`config.mk`:
```
export PLATFORM = sky130hd
export DESIGN_NAME = fsync_tree_node
export DESIGN_NICKNAME = d
export VERILOG_FILES = /design/src/rtl/fsync_pkg.sv /design/src/rtl/fsync_req_latch.sv /design/src/rtl/fsync_tree_node.sv
export SDC_FILE = /design/constraint.sdc
export NUM_CORES = 1
export LEC_CHECK = 0
export ABC_AREA = 0
export BUFFER_PORTS_ARGS = -buffer_cell sky130_fd_sc_hd__buf_2
export CORE_MARGIN = 2
export CORE_UTILIZATION = 45
export DETAILED_ROUTE_END_ITERATION = 6
export GPL_TIMING_DRIVEN = 1
export PLACE_DENSITY_LB_ADDON = 0.3
export SLEW_MARGIN = 5
export SYNTH_ARGS = -nofsm -noshare
export SYNTH_HDL_FRONTEND = slang
export SYNTH_SLANG_ARGS = --single-unit
```
`constraint.sdc`:
```
create_clock -name clk_i -period 5.5 [get_ports clk_i]
set_input_delay 1.1 -clock clk_i [delete_from_list [all_inputs] [get_ports clk_i]]
set_output_delay 1.1 -clock clk_i [all_outputs]
set_load 0.05 [all_outputs]
```
`src/rtl/fsync_pkg.sv`:
```
// Shared widths, state encoding and request record for the fractal-sync tree.
// magia_tile_pkg lives here too so the tile widths resolve before fsync_pkg uses them.
package magia_tile_pkg;
    localparam int unsigned FSYNC_AGGR_W = 4;
    localparam int unsigned FSYNC_ID_W   = 8;
endpackage

package fsync_pkg;
    localparam int unsigned FSYNC_REQ_AGGR_W = magia_tile_pkg::FSYNC_AGGR_W;
    localparam int unsigned FSYNC_REQ_ID_W   = magia_tile_pkg::FSYNC_ID_W;

    typedef enum logic [2:0] {
        ST_IDLE,
        ST_HALF,
        ST_FWD,
        ST_WAIT_P,
        ST_WAKE
    } fsync_node_state_e;

    typedef struct packed {
        logic [FSYNC_REQ_AGGR_W-1:0] aggr;
        logic [FSYNC_REQ_ID_W-1:0]   id;
    } fsync_req_t;
endpackage

```
`src/rtl/fsync_req_latch.sv`:
```
// Per-child request holder: pending flag, latched aggr/id and rejection of
// zero-mask, duplicate and busy-time syncs.
module fsync_req_latch
    import fsync_pkg::*;
#(
    parameter int unsigned AGGR_W = magia_tile_pkg::FSYNC_AGGR_W,
    parameter int unsigned ID_W   = magia_tile_pkg::FSYNC_ID_W
) (
    input  logic              i_clk,
    input  logic              i_rst,
    input  logic              i_clear,
    input  logic              i_sync,
    input  logic [AGGR_W-1:0] i_aggr,
    input  logic [ID_W-1:0]   i_id,
    input  logic              i_busy,
    input  logic              i_load,
    input  logic              i_clr_pend,
    output logic              o_pend,
    output logic [AGGR_W-1:0] o_aggr,
    output logic [ID_W-1:0]   o_id,
    output logic              o_valid,
    output logic              o_err
);
    logic              r_pend;
    logic [AGGR_W-1:0] r_aggr;
    logic [ID_W-1:0]   r_id;

    // A pending child syncing again is a duplicate; the held request stays intact.
    assign o_err   = i_sync & ((i_aggr == '0) | i_busy | r_pend);
    assign o_valid = i_sync & ~o_err;
    assign o_pend  = r_pend;
    assign o_aggr  = r_aggr;
    assign o_id    = r_id;

    always_ff @(posedge i_clk or posedge i_rst) begin
        if (i_rst) begin
            r_pend <= 1'b0;
            r_aggr <= '0;
            r_id   <= '0;
        end else if (i_clear) begin
            r_pend <= 1'b0;
            r_aggr <= '0;
            r_id   <= '0;
        end else if (i_clr_pend) begin
            r_pend <= 1'b0;
        end else if (i_load) begin
            r_pend <= 1'b1;
            r_aggr <= i_aggr;
            r_id   <= i_id;
        end
    end
endmodule

```
`src/rtl/fsync_tree_node.sv`:
```
// One level of the fractal-sync tree: pairs two child requests, then wakes them
// locally or forwards a merged request upward and fans the parent's wake back down.
module fsync_tree_node
    import fsync_pkg::*;
#(
    parameter int unsigned AGGR_W = magia_tile_pkg::FSYNC_AGGR_W,
    parameter int unsigned ID_W   = magia_tile_pkg::FSYNC_ID_W
) (
    input  logic              clk_i,
    input  logic              rst_i,
    input  logic              clear_i,
    input  logic [1:0]        c_sync_i,
    input  logic [AGGR_W-1:0] c_aggr_i [2],
    input  logic [ID_W-1:0]   c_id_i [2],
    output logic [1:0]        c_wake_o,
    output logic [1:0]        c_error_o,
    output logic              p_sync_o,
    output logic [AGGR_W-2:0] p_aggr_o,
    output logic [ID_W-1:0]   p_id_o,
    input  logic              p_wake_i,
    input  logic              p_error_i
);
    fsync_node_state_e r_state, w_state_nxt;

    logic [1:0]        w_pend, w_valid, w_err_child, w_load, w_arr;
    logic [AGGR_W-1:0] w_aggr_q [2];
    logic [ID_W-1:0]   w_id_q [2];
    logic              w_busy, w_clr_pend, w_psync_nxt;
    logic [1:0]        w_wake_nxt, w_err_nxt;

    logic              r_psync;
    logic [1:0]        r_wake, r_err;
    logic [AGGR_W-2:0] r_paggr;
    logic [ID_W-1:0]   r_pid;

    assign w_busy = (r_state == ST_FWD) | (r_state == ST_WAIT_P) | (r_state == ST_WAKE);
    assign w_arr  = w_valid & ~w_pend;

    for (genvar k = 0; k < 2; k++) begin : g_child
        fsync_req_latch #(.AGGR_W(AGGR_W), .ID_W(ID_W)) u_req (
            .i_clk      (clk_i),
            .i_rst      (rst_i),
            .i_clear    (clear_i),
            .i_sync     (c_sync_i[k]),
            .i_aggr     (c_aggr_i[k]),
            .i_id       (c_id_i[k]),
            .i_busy     (w_busy),
            .i_load     (w_load[k]),
            .i_clr_pend (w_clr_pend),
            .o_pend     (w_pend[k]),
            .o_aggr     (w_aggr_q[k]),
            .o_id       (w_id_q[k]),
            .o_valid    (w_valid[k]),
            .o_err      (w_err_child[k])
        );
    end

    // Any mask bit above this level means the barrier spans further up the tree.
    function automatic fsync_node_state_e eval_st(input logic [AGGR_W-1:0] a);
        return (a[AGGR_W-1:1] != '0) ? ST_FWD : ST_WAKE;
    endfunction

    always_comb begin
        w_state_nxt = r_state;
        w_load      = 2'b00;
        w_clr_pend  = 1'b0;
        w_wake_nxt  = 2'b00;
        w_err_nxt   = w_err_child;
        w_psync_nxt = 1'b0;
        case (r_state)
            ST_IDLE: begin
                if (&w_valid) begin
                    if (c_aggr_i[0] == c_aggr_i[1] && c_id_i[0] == c_id_i[1]) begin
                        w_load      = 2'b11;
                        w_state_nxt = eval_st(c_aggr_i[0]);
                    end else begin
                        w_err_nxt = 2'b11;
                    end
                end else if (|w_valid) begin
                    w_load      = w_valid;
                    w_state_nxt = ST_HALF;
                end
            end
            ST_HALF: begin
                if (|w_arr) begin
                    if (c_aggr_i[w_arr[1]] == w_aggr_q[w_pend[1]] &&
                        c_id_i[w_arr[1]] == w_id_q[w_pend[1]]) begin
                        w_load      = w_arr;
                        w_state_nxt = eval_st(w_aggr_q[w_pend[1]]);
                    end else begin
                        w_err_nxt   = 2'b11;
                        w_clr_pend  = 1'b1;
                        w_state_nxt = ST_IDLE;
                    end
                end
            end
            ST_FWD: begin
                w_psync_nxt = 1'b1;
                w_state_nxt = ST_WAIT_P;
            end
            ST_WAIT_P: begin
                if (p_error_i) begin
                    w_err_nxt   = 2'b11;
                    w_clr_pend  = 1'b1;
                    w_state_nxt = ST_IDLE;
                end else if (p_wake_i) begin
                    w_state_nxt = ST_WAKE;
                end
            end
            ST_WAKE: begin
                w_wake_nxt  = 2'b11;
                w_clr_pend  = 1'b1;
                w_state_nxt = ST_IDLE;
            end
            default: w_state_nxt = ST_IDLE;
        endcase
    end

    always_ff @(posedge clk_i or posedge rst_i) begin
        if (rst_i) begin
            r_state <= ST_IDLE;
            r_wake  <= 2'b00;
            r_err   <= 2'b00;
            r_psync <= 1'b0;
            r_paggr <= '0;
            r_pid   <= '0;
        end else if (clear_i) begin
            r_state <= ST_IDLE;
            r_wake  <= 2'b00;
            r_err   <= 2'b00;
            r_psync <= 1'b0;
            r_paggr <= '0;
            r_pid   <= '0;
        end else begin
            r_state <= w_state_nxt;
            r_wake  <= w_wake_nxt;
            r_err   <= w_err_nxt;
            r_psync <= w_psync_nxt;
            if (w_psync_nxt) begin
                r_paggr <= w_aggr_q[0][AGGR_W-1:1];
                r_pid   <= w_id_q[0];
            end
        end
    end

    assign c_wake_o  = r_wake;
    assign c_error_o = r_err;
    assign p_sync_o  = r_psync;
    assign p_aggr_o  = r_paggr;
    assign p_id_o    = r_pid;
endmodule

```
==> results of run 1 <==
==> power breakdown <==
| part | total (W) | switching [W] | internal [W] |
|---|---|---|---|
| Combinational | 0.000291 | 0.000160 | 0.000131 |
| Clock | 0.000251 | 0.000116 | 0.000134 |
| Sequential | 0.000404 | 0.0000457 | 0.000358 |
==> sequential cells by signal, summed over array words and instances, names as in the netlist <==
register / flops
c_error_o: 2
c_wake_o: 1
g_child.u_req.o_aggr: 8
g_child.u_req.o_id: 16
g_child.u_req.o_pend: 2
p_aggr_o: 3
p_id_o: 8
p_sync_o: 1
r_state: 3
==> layer usage <==
layer / up-vias / wire length [microns] / global-route usage
li1: 1016 / - / -
met1: 999 / 2770 / 0.267
met2: 47 / 2850 / 0.325
met3: 9 / 190 / 0.0311
met4: 0 / 92 / 0.0695
met5: - / 0 / 0
==> stage by stage <==
step | cells | hold slack (ns)
after floorplan | 272 | 0.508
after global placement | 380 | 0.501
after detailed placement | 380 | 0.508
after CTS | 388 | 0.528
after global routing | 388 | 0.551
final | 388 | 0.521
==> cell usage in the layout (no fill, tap or decap), types with 2 or more instances in the layout <==
master / count
mux2i_1: 59
nand2_1: 53
buf_2: 46
dfrtp_1: 44
nor2_1: 19
xnor2_1: 12
xor2_1: 12
a21oi_1: 7
nor4_1: 6
clkbuf_8: 5
or3_1: 4
nor3_1: 4
nor2b_1: 3
nand4_1: 3
buf_4: 3
nand2b_1: 2
and2_1: 2
a21oi_4: 2
a211oi_1: 2
and3_1: 2
o31ai_1: 2
a211oi_2: 2
==> kinds of logic (layout without fill, tap and decap cells) <==
| kind of cell | after synthesis | after routing | share of synthesized area |
|---|---|---|---|
| simple gates | 105 | 105 | 0.185 |
| compound gates | 22 | 22 | 0.0681 |
| flops | 44 | 44 | 0.411 |
| mux | 59 | 59 | 0.220 |
| buf+inv | 18 | 59 | 0.0378 |
| xor+xnor | 24 | 24 | 0.0784 |
==> area by class of cell <==
type | count | share of cell area
timing repair buffer | 49 | 0.0830
tap | 75 | 0.0308
clock inverter | 3 | 0.0140
clock buffer | 5 | 0.0226
sequential | 44 | 0.362
multi-input combinational | 210 | 0.486
inverter | 2 | 0.00247
==> path summary, 6_finish.rpt <==
path	startpoint	to	slack (ns)	cells past startpoint
worst max-delay path	c_aggr_i[0]	g_child[0].u_req.o_id[7]$_DFFE_PP0P_	1.46	9
worst min-delay path	p_id_o[6]$_DFFE_PP0P_	p_id_o[6]$_DFFE_PP0P_	0.52	2
worst max register to register	g_child[1].u_req.o_pend$_DFFE_PP0P_	g_child[0].u_req.o_id[7]$_DFFE_PP0P_	1.64	8
worst min register to register	p_id_o[6]$_DFFE_PP0P_	p_id_o[6]$_DFFE_PP0P_	0.52	2
max in group asynchronous	rst_i	p_id_o[6]$_DFFE_PP0P_	4.20	3
min in group asynchronous	rst_i	r_state[1]$_DFFE_PP0P_	0.92	3
==> Yosys cell counts (all sizes together) (2+ instances only) <==
library cell	number
nor3	4
dfrtp	44
nor2b	3
inv	2
xnor2	12
buf	8
or3	4
o31ai	2
a211oi	4
mux2i	59
a21oi	9
or3b	2
nand2	53
and2	2
clkbuf	8
nand2b	2
nand4	3
and3	2
nor4	7
nor2	19
xor2	12
==> critical path, stage by stage <==
cell and delay [ns]:
buf_2 0.13, nor4_1 0.84, nor4_4 0.27, mux2i_1 0.20
xnor2_1 0.26, nand4_1 0.10, or3_1 0.53, a21oi_4 0.58
mux2i_1 0.26
==> impl_metrics.json, run 1 <==
{
  "core_sq_um": 5850,
  "p_total_w": 0.000946,
  "rsz0062_at_grt": "false",
  "yosysUniqueCellTypes": 38,
  "syn_to_final_growth_pct": 13.6,
  "dr.pass1.iters": 4,
  "wl_per_cell_microns": 15.2,
  "cts.sinks": 44,
  "hold_buffers": 0,
  "vias": 2071,
  "gp_congestion": 0.854,
  "cts_tree": "built",
  "grt_overflow_total": 0,
  "synth_top_area_cell": "dfrtp_1",
  "synth_area_leaders": "dfrtp_1, mux2i_1, nand2_1, xnor2_1, xor2_1",
  "worstSkewPairLatency_ns": 0.30,
  "setup_viol": 0,
  "dp_hpwl_mm": 4.34,
  "grt_usage": 0.198,
  "ctsResizeCount": 0,
  "tns_ns": 0,
  "start_util": 0.458,
  "p_leak_nw": 1.40,
  "synth-seq-cells": 44,
  "nNetsFinal": 343,
  "tightestPinTransition_ns": 1.03,
  "fin_ws_ns": 1.46,
  "syn_area_sq_um": 2680,
  "die_w_microns": 81.2,
  "dieArea_sq_um": 6590,
  "ioPinCount": 47,
  "drv_slew": 0,
  "crit_arrival_ns": 4.27,
  "multi_input_area_sq_um": 1480,
  "path_class": "input pin to flip-flop",
  "io_buffers": 46,
  "critPathCaptureType": "flip-flop",
  "status": "completed",
  "yosys_most_used_dff": "dfrtp_1",
  "viasPerCell": 5.34,
  "min_period_ns": 4.04,
  "critPathMaxFanout": 14,
  "ys_seq_area_frac": 0.411,
  "drt_iter0_markers": 96,
  "wl_mm": 5.90,
  "clock-root-buffer": "clkbuf_8",
  "cts_buffers": 5,
  "hold_viol": 0,
  "seq_area_sq_um": 1100,
  "synthesis.nets": 303,
  "postCtsSetupBuffers": 0,
  "htreeDepth": 2,
  "fillCellCount": 541,
  "detail-route-antenna-nets": 0,
  "netlist_instances": 272,
  "postLayoutCellArea_sq_um": 3050,
  "cts.clk_slew.worst_paths_ns": 0.09,
  "cp_data_required_time_ns": 5.73,
  "clockBufferDepth": 2,
  "drv_cap": 0,
  "row_count": 28,
  "async_flop_share": 1.00,
  "antenna_found_initial": 0,
  "layout-drive-gt1-share": 0.201,
  "cp-start-kind": "input pin",
  "synth_edf_count": 0,
  "hp-class": "flip-flop to flip-flop",
  "power_density_nw_per_um2": 311,
  "antennaDiodeCount": 0,
  "synth.top_cell.area_share": 0.411,
  "vdd_drop_max_v": 0.000178,
  "fin_util": 0.521,
  "place_ws_ns": 1.13,
  "clock.fmax_ghz": 0.247,
  "finalClockSkew_ns": 0.00544,
  "drcViolationCount": 0,
  "synth_warnings": 0,
  "finalCritPeriodShare": 0.735,
  "grt_max_degree": 45,
  "grt_pass1_vias": 2041,
  "dieHeight_microns": 81.2,
  "grt_pass1_wl_mm": 9.89,
  "placedInstanceArea_sq_um": 2930,
  "max_slew_margin": 0.306,
  "syn_area_per_cell_sq_um": 9.86
}
No activity file was read; power rests on OpenSTA's default activity.
==> run 2, diff against run 1 <==
clock period = 3.7 ns   (was 5.5 ns; I/O delays follow)
==> impl_metrics.json, run 2 (synthesis results as in run 1) <==
{
  "status": "completed",
  "layout-drive-gt1-share": 0.221,
  "layoutNonFillerInstCount": 396,
  "ioPinCount": 47,
  "nNetsFinal": 351,
  "p_leak_nw": 1.44,
  "min_period_ns": 3.06,
  "path_class": "input pin to flip-flop",
  "crit_family": "simple AND/OR/NAND/NOR gates",
  "layout_commonest_cell": "mux2i_1",
  "setup_viol": 0,
  "dieArea_sq_um": 6590,
  "grt_pass1_wl_mm": 10.3,
  "cp_data_required_time_ns": 3.92,
  "detail-route-antenna-nets": 0,
  "hold_viol": 0,
  "clock-root-buffer": "clkbuf_8",
  "dp.cells": 388,
  "rsz0062_at_grt": "false",
  "tns_ns": 0,
  "cts.sinks": 44,
  "crit_chain": "buf_2, nor4_1, buf_4, nor4_4, buf_4, mux2i_1, xnor2_1, nand4_1, or3_1, or3b_1, a211oi_2",
  "row_count": 28,
  "whs_ns": 0.523,
  "grt_pass1_vias": 2090,
  "postCtsSetupBuffers": 0,
  "drv_cap": 0,
  "startpoint": "c_aggr_i[0]",
  "crit_slowest_cell": "or3_1",
  "antenna_found_initial": 0,
  "clockBufferDepth": 2,
  "hold_buffers": 0,
  "grt_max_degree": 45,
  "vias": 2129,
  "critPathMaxFanout": 14,
  "hp-class": "flip-flop to flip-flop",
  "vdd_drop_max_v": 0.000205,
  "cts.clk_slew.worst_paths_ns": 0.08,
  "most-common-layout-cells": "mux2i_1, nand2_1, buf_2, dfrtp_1, nor2_1",
  "tightestPinTransition_ns": 0.983,
  "path_buf_inv": 3,
  "gp_congestion": 0.875,
  "cts_tree": "built",
  "dieHeight_microns": 81.2,
  "largest_reg_flops": 16,
  "cp_common_cell": "buf_4",
  "clock.fmax_ghz": 0.326,
  "worstSkewPairLatency_ns": 0.30,
  "io_buffers": 46,
  "cp-start-kind": "input pin",
  "dp_hpwl_mm": 4.59,
  "grt_usage": 0.206,
  "finalClockSkew_ns": 0.00859,
  "die_w_microns": 81.2,
  "antennaDiodeCount": 0,
  "wl_per_cell_microns": 15.5,
  "core_sq_um": 5850,
  "htreeDepth": 2,
  "grt_overflow_total": 0,
  "critPathCaptureType": "flip-flop",
  "hp-start": "p_id_o[2]$_DFFE_PP0P_",
  "drv_slew": 0,
  "crit_arrival_ns": 3.28,
  "rr_startpoint": "r_state[1]$_DFFE_PP0P_",
  "start_util": 0.458,
  "cts_buffers": 5,
  "finalCritPeriodShare": 0.828,
  "max_slew_margin": 0.344,
  "max_stage_delay_ns": 0.51,
  "drt_iter0_markers": 107,
  "wl_mm": 6.14,
  "dr.pass1.iters": 4,
  "ctsResizeCount": 0,
  "power_density_nw_per_um2": 462,
  "drcViolationCount": 0,
  "viasPerCell": 5.38,
  "syn_to_final_growth_pct": 16.3
}
## run 2: worst paths after layout
check                      depth (start not counted)  slack [ns]                                     end
hold reg to reg                                    2        0.52                   p_id_o[2]$_DFFE_PP0P_
setup reg to reg                                   9        0.72                  r_state[1]$_DFFE_PP0P_
hold / removal                                     2        0.52                   p_id_o[2]$_DFFE_PP0P_
max in group asynchronous                          3        2.77  g_child[0].u_req.o_aggr[0]$_DFFE_PP0P_
setup / recovery                                  11        0.64                  r_state[1]$_DFFE_PP0P_
min in group asynchronous                          3        0.56                   c_wake_o[0]$_DFF_PP0_
## run 2: final cells by class
cell class	count	area, sq um
Inverter	2	7.51
Tap cell	75	93.8
Multi-Input combinational cell	210	1480
Timing Repair Buffer	57	325
Sequential cell	44	1100
Clock inverter	3	42.5
Fill cell	546	2730
Clock buffer	5	68.8
## run 2: metrics by stage
stage | power [W] | instance area (sq um) | setup slack (ns) | utilization
6_report | 0.00144 | 3120 | 0.637 | 0.533
5_1_grt | 0.00153 | 3120 | 0.445 | 0.533
4_1_cts | 0.00145 | 3120 | 0.636 | 0.533
3_5_place_dp | 0.00108 | 3010 | 0.339 | 0.514
3_3_place_gp | 0.00107 | 3010 | 0.397 | 0.514
2_1_floorplan | 0.000951 | 2680 | 0.446 | -
## run 2: tightest hold or removal path: stages (launching register included)
cell,delay [ns]
dfrtp_1,0.35
mux2i_1,0.06
nor2_1,0.08
## run 2: layer usage
metal | up-vias | wire (microns) | track usage
li1 | 1037 | - | -
met1 | 1022 | 2830 | 0.276
met2 | 54 | 2920 | 0.339
met3 | 16 | 241 | 0.0322
met4 | 0 | 150 | 0.0712
met5 | - | 0 | 0
## run 2: power breakdown
group          internal [W]  total [W]  switching (W)
combinational      0.000220   0.000498       0.000278
sequential         0.000533   0.000570      0.0000369
clock              0.000200   0.000371       0.000171
